File: src/rtl/decode_stall_ctl.sv
// Decode-stage sequencing controller: load-use interlock, syscall drain/handoff,
// and drained SETR label commit. Owns the registered ReadLabel/WriteLabel state.
module decode_stall_ctl #(
  parameter int unsigned DRAIN = 2
) (
  input  logic       CLK,
  input  logic       MRST_N,
  input  logic       I1Valid,
  input  logic       instIsSyscall,
  input  logic [4:0] RSaddr,
  input  logic [4:0] RTaddr,
  input  logic       ExLoad,
  input  logic [4:0] ExRDaddr,
  input  logic       SetrValid,
  input  logic       SetrLabel,
  input  logic       SysDone,
  output logic       Stall,
  output logic       Bubble,
  output logic       SysReq,
  output logic       ReadLabel,
  output logic       WriteLabel
);

  typedef enum logic [2:0] {
    RUN,
    SYS_DRAIN,
    SYS_REQ,
    SYS_REL,
    LBL_DRAIN
  } state_t;

  // The detecting cycle in RUN/SYS_REL is the first drain cycle, so with
  // DRAIN==1 the drain states are bypassed entirely.
  localparam logic       SKIP_DRAIN = (DRAIN == 1);
  localparam logic [1:0] LAST_CNT   = 2'(DRAIN - 1);

  state_t     r_state;
  state_t     w_state_nxt;
  logic [1:0] r_cnt;
  logic [1:0] w_cnt_nxt;
  logic [1:0] w_cnt_inc;
  logic       r_pend;
  logic       w_pend_nxt;
  logic       w_commit;
  logic       w_hazard;
  logic       w_syscall;
  logic       w_drain_done;

  assign w_hazard     = I1Valid & ExLoad & (ExRDaddr != 5'd0) &
                        ((ExRDaddr == RSaddr) | (ExRDaddr == RTaddr));
  assign w_syscall    = I1Valid & instIsSyscall;
  assign w_cnt_inc    = r_cnt + 2'd1;
  assign w_drain_done = (w_cnt_inc == LAST_CNT);

  always_ff @(posedge CLK or negedge MRST_N) begin
    if (!MRST_N) begin
      r_state <= RUN;
      r_cnt   <= '0;
      r_pend  <= 1'b0;
    end else begin
      r_state <= w_state_nxt;
      r_cnt   <= w_cnt_nxt;
      r_pend  <= w_pend_nxt;
    end
  end

  always_ff @(posedge CLK or negedge MRST_N) begin
    if (!MRST_N) begin
      ReadLabel  <= 1'b0;
      WriteLabel <= 1'b0;
    end else if (w_commit) begin
      ReadLabel  <= w_pend_nxt;
      WriteLabel <= w_pend_nxt;
    end
  end

  always_comb begin
    w_state_nxt = r_state;
    w_cnt_nxt   = r_cnt;
    w_pend_nxt  = r_pend;
    w_commit    = 1'b0;
    unique case (r_state)
      RUN, SYS_REL: begin
        if (SetrValid) begin
          w_pend_nxt = SetrLabel;
          w_cnt_nxt  = '0;
          if (SKIP_DRAIN) begin
            w_commit    = 1'b1;
            w_state_nxt = RUN;
          end else begin
            w_state_nxt = LBL_DRAIN;
          end
        end else if ((r_state == RUN) && w_syscall) begin
          w_cnt_nxt   = '0;
          w_state_nxt = SKIP_DRAIN ? SYS_REQ : SYS_DRAIN;
        end else begin
          w_state_nxt = RUN;
        end
      end
      SYS_DRAIN: begin
        w_cnt_nxt = w_cnt_inc;
        if (w_drain_done) begin
          w_state_nxt = SYS_REQ;
        end
      end
      SYS_REQ: begin
        if (SysDone) begin
          w_state_nxt = SYS_REL;
        end
      end
      LBL_DRAIN: begin
        w_cnt_nxt = w_cnt_inc;
        if (w_drain_done) begin
          w_commit    = 1'b1;
          w_state_nxt = RUN;
        end
      end
      default: begin
        w_state_nxt = RUN;
      end
    endcase
  end

  always_comb begin
    Stall  = 1'b0;
    SysReq = 1'b0;
    unique case (r_state)
      RUN:       Stall = SetrValid | w_syscall | w_hazard;
      SYS_DRAIN: Stall = 1'b1;
      SYS_REQ: begin
        Stall  = 1'b1;
        SysReq = ~SysDone;
      end
      SYS_REL:   Stall = SetrValid;
      LBL_DRAIN: Stall = 1'b1;
      default:   Stall = 1'b0;
    endcase
    Bubble = Stall;
  end

endmodule

File: config.mk
export PLATFORM = sky130hd
export DESIGN_NAME = decode_stall_ctl
export DESIGN_NICKNAME = d
export VERILOG_FILES = /design/src/rtl/decode_stall_ctl.sv
export SDC_FILE = /design/constraint.sdc
export NUM_CORES = 1
export LEC_CHECK = 0
export BUFFER_PORTS_ARGS = -buffer_cell sky130_fd_sc_hd__buf_2
export CORE_MARGIN = 3
export CORE_UTILIZATION = 44
export DETAILED_ROUTE_END_ITERATION = 8
export PLACE_DENSITY = 0.76
export SLEW_MARGIN = 20
export SYNTH_ARGS = -nofsm -noshare
export SYNTH_HDL_FRONTEND = slang
export SYNTH_SLANG_ARGS = --single-unit
File: constraint.sdc
create_clock -name CLK -period 2.3 [get_ports CLK]
set_clock_uncertainty 0.2 [all_clocks]
set_input_delay 0.575 -clock CLK [delete_from_list [all_inputs] [get_ports CLK]]
set_output_delay 0.575 -clock CLK [all_outputs]
set_load 0.05 [all_outputs]
==> results by group <==
Status
  • Status: finished with violations
  • Failing checks: setup timing

Timing
  • Worst setup margin: -129.5 ps
  • Slew HR: 0.7621
  • Peak Freq: 411.6 MHz
  • Slew Limit Fails: 0
  • Fin. Hold Viols: 0
  • Final setup violation count: 2
  • Final period utilization: 1.056
  • Hold WS: 292.5 ps
  • RSZ-0062 raised after global routing: true
  • Final min period: 2430 ps
  • Worst slew pin tran: 355.5 ps

Run
  • Maxcap violations: 0

Placed design
  • DP Worst Slack: -242.7 ps
  • IO Port Bufs: 27
  • GPL Wtd Cong: 0.7723
  • Dpl cell area: 783.3 µm²
  • Placed cells: 111

Min path
  • Cells on Worst Hold Path: 1
  • Worst Hold End: r_pend
  • HP Start: r_pend
  • Min-Delay Path Class: register to register

Floorplanning
  • DIE AREA: 0.001831 mm²
  • Die X: 42.79 µm
  • Die Y: 42.79 µm
  • Num rows: 12
  • # IOs: 28
  • Core footprint: 0.001186 mm²
  • Starting Density: 0.5021

Logic synthesis
  • Area share of xor/xnor cells in the synthesized design: 0.1618
  • Post-synth cell types: 30
  • Mux cell area share after synthesis: 0.06933
  • Most frequent cell after synthesis: xor2_1
  • Post-Synth Simple-Gate Area: 0.1870
  • Compound-Gate Fraction of Synth Area: 0.1660
  • Flops & latches, synth: 7
  • Mapped Cells: 67
  • Post-synth EDFFs: 0
  • Largest family of logic cells by synthesized area: simple AND/OR/NAND/NOR gates
  • Area leader, netlist: dfrtp_1
  • Adder-cell share of the synthesized area: 0.02101
  • Mean Syn Cell Area: 8.889 µm²
  • Syn_nets: 91
  • Asr flop ratio synth: 1.000
  • Yosys top cell area share: 0.2941
  • Main synth FF type: dfrtp_1
  • Commonest cells post-synth: xor2_1 (10), dfrtp_1 (7), inv_1 (5), nor2_1 (5)
  • Top post-synthesis cells by area: dfrtp_1 (29%), xor2_1 (15%), buf_4 (5.0%)
  • Synth Cell Area: 595.6 µm²
  • Synth Warn #: 0
  • Register area share after synthesis: 0.2941

Critical path
  • Cell family with most CP delay: simple AND/OR/NAND/NOR gates
  • R2R setup slack: 470 ps
  • FF-to-FF Start: r_state[1]
  • Reg2reg path depth: 5
  • Crit path top cell by count: buf_6
  • Cells along the critical path: buf_6 > or4_4 > o2111ai_4 > o21ai_4 > buf_6
  • CP startpoint: ExRDaddr[1]
  • WP data required: 1520 ps
  • Slowest cell on crit path: or4_4
  • Max incr delay on CP: 530 ps
  • Max Fanout on Critical Path: 2
  • Arrival time worst endpoint: 1650 ps
  • Startpoint Class: primary input
  • Crit path capture type: output port
  • Reg2reg end: WriteLabel
  • Crit path buffers/inverters: 2
  • Setup CP Type: primary input to output port

Global route
  • GRT overflow: 0
  • Total GRT Usage: 0.1851
  • Pin count of the biggest net entering global routing: 11
  • Wire length of the first global-routing pass: 2.511 mm
  • Number of global-route vias before repair: 592
  • Initial antenna violation count: 0

CTS
  • Postcts setup bufs: 0
  • Clock sinks: 7
  • Clk slew on worst S/H paths: 50 ps
  • CTS Buffer Depth: 2
  • Skew-Pair Late Insertion Delay: 250 ps
  • CTS tree: built
  • H-tree depth: 1
  • TritonCTS Buffers: 3
  • Root Buffer: clkbuf_4

Power
  • VDD IR max: 0.5928 mV
  • Leak: 0.0004316 µW
  • Pwr per Cell Area: 1227 mW/mm²

Route
  • Via count: 602
  • Drt pass-1 iters: 4
  • Total length of routed wires: 1.432 mm
  • Iter 0 DRT Violations: 8
  • Wire per inst: 12.34 µm
  • Residual DRC count: 0
  • Vias/cell: 5.190
  • Number of antenna-violating nets in the routed design: 0

Finish
  • Antenna diode count: 0
  • Final instance area: 875.8 µm²
  • Syn-to-layout area delta: 47.06%
  • Layout cells sized above 1: 0.4804
  • Filler-free cell count of the finished design: 116
  • Nets@finish: 127
[report_power, final]
group	internal (µW)	switching (µW)
registers	184	44.3
clock network	66.3	46.9
logic	316	417
[worst max-delay path by stage]
stage / endpoint / depth (start not counted) / slack (ps)
final: Bubble / 5 / -130
after CTS: Bubble / 5 / -150
after global routing: Stall / 5 / -160
after floorplan: Stall / 4 / -230
after global placement: Bubble / 5 / -240
after detailed placement: Bubble / 5 / -240
[state kept, by name (all words and copies together) (netlist names)]
register,count
WriteLabel,1
r_cnt,2
r_pend,1
r_state,3
[metrics by stage]
step | TNS (ps) | total power (µW) | util
finish | -258.6 | 1075 | 0.7384
floorplan | -225.9 | 802.7 | -
CTS | -300.9 | 1082 | 0.7247
global placement | -477.9 | 892.2 | 0.6603
detailed placement | -485.3 | 912.0 | 0.6603
global route | -316.2 | 1168 | 0.7384
[worst reg2reg max path, stage by stage (launching register included)]
cell and delay (ps):
dfrtp_1 400, buf_4 170, or2_1 240, a21oi_2 140, mux2_4 310, mux2_4 270
[per-layer routing]
metal  GRT usage  routed length [µm]  vias up
met3     0.07203                  77        9
met5           0                   0        -
met1      0.2179                 623      277
li1            -                   -      300
met2      0.2844                 683       16
met4     0.09938                  48        0
[area by class of cell]
cell class / instances / area [µm²]
multi-input combinational: 50 / 407.9
inverter: 5 / 18.77
clock buffer: 4 / 26.28
timing repair buffer: 36 / 230.2
sequential: 7 / 175.2
fill: 101 / 310.3
tap: 14 / 17.52
[cell usage in the layout (no fill, tap or decap), types with 2 or more instances in the layout]
cell       n
nor2b_1    2
nand2_1    4
xor2_1    10
clkbuf_4   3
a22oi_1    2
nor3_2     3
mux2_4     2
buf_6      4
nor2_1     5
dfrtp_1    7
inv_1      5
o21ai_0    3
buf_4      8
buf_2     23
[what timing repair did]
action | 4_1_cts | 5_1_grt
resized for setup | 8 | 3
hold buffers | 1 | 0
endpoints found under the hold margin | 7 | 0
pin swaps | 1 | 1
endpoints found under the setup margin | 2 | 2
[logic make-up after synthesis]
family | Yosys count
buffers and inverters | 10
multiplexers | 3
adder cells (fa/ha/maj) | 1
AO/OA/AOI/OAI | 14
AND/OR/NAND/NOR | 21
XOR/XNOR | 11
flip-flops | 7
Power figures use the tool's default switching activity.
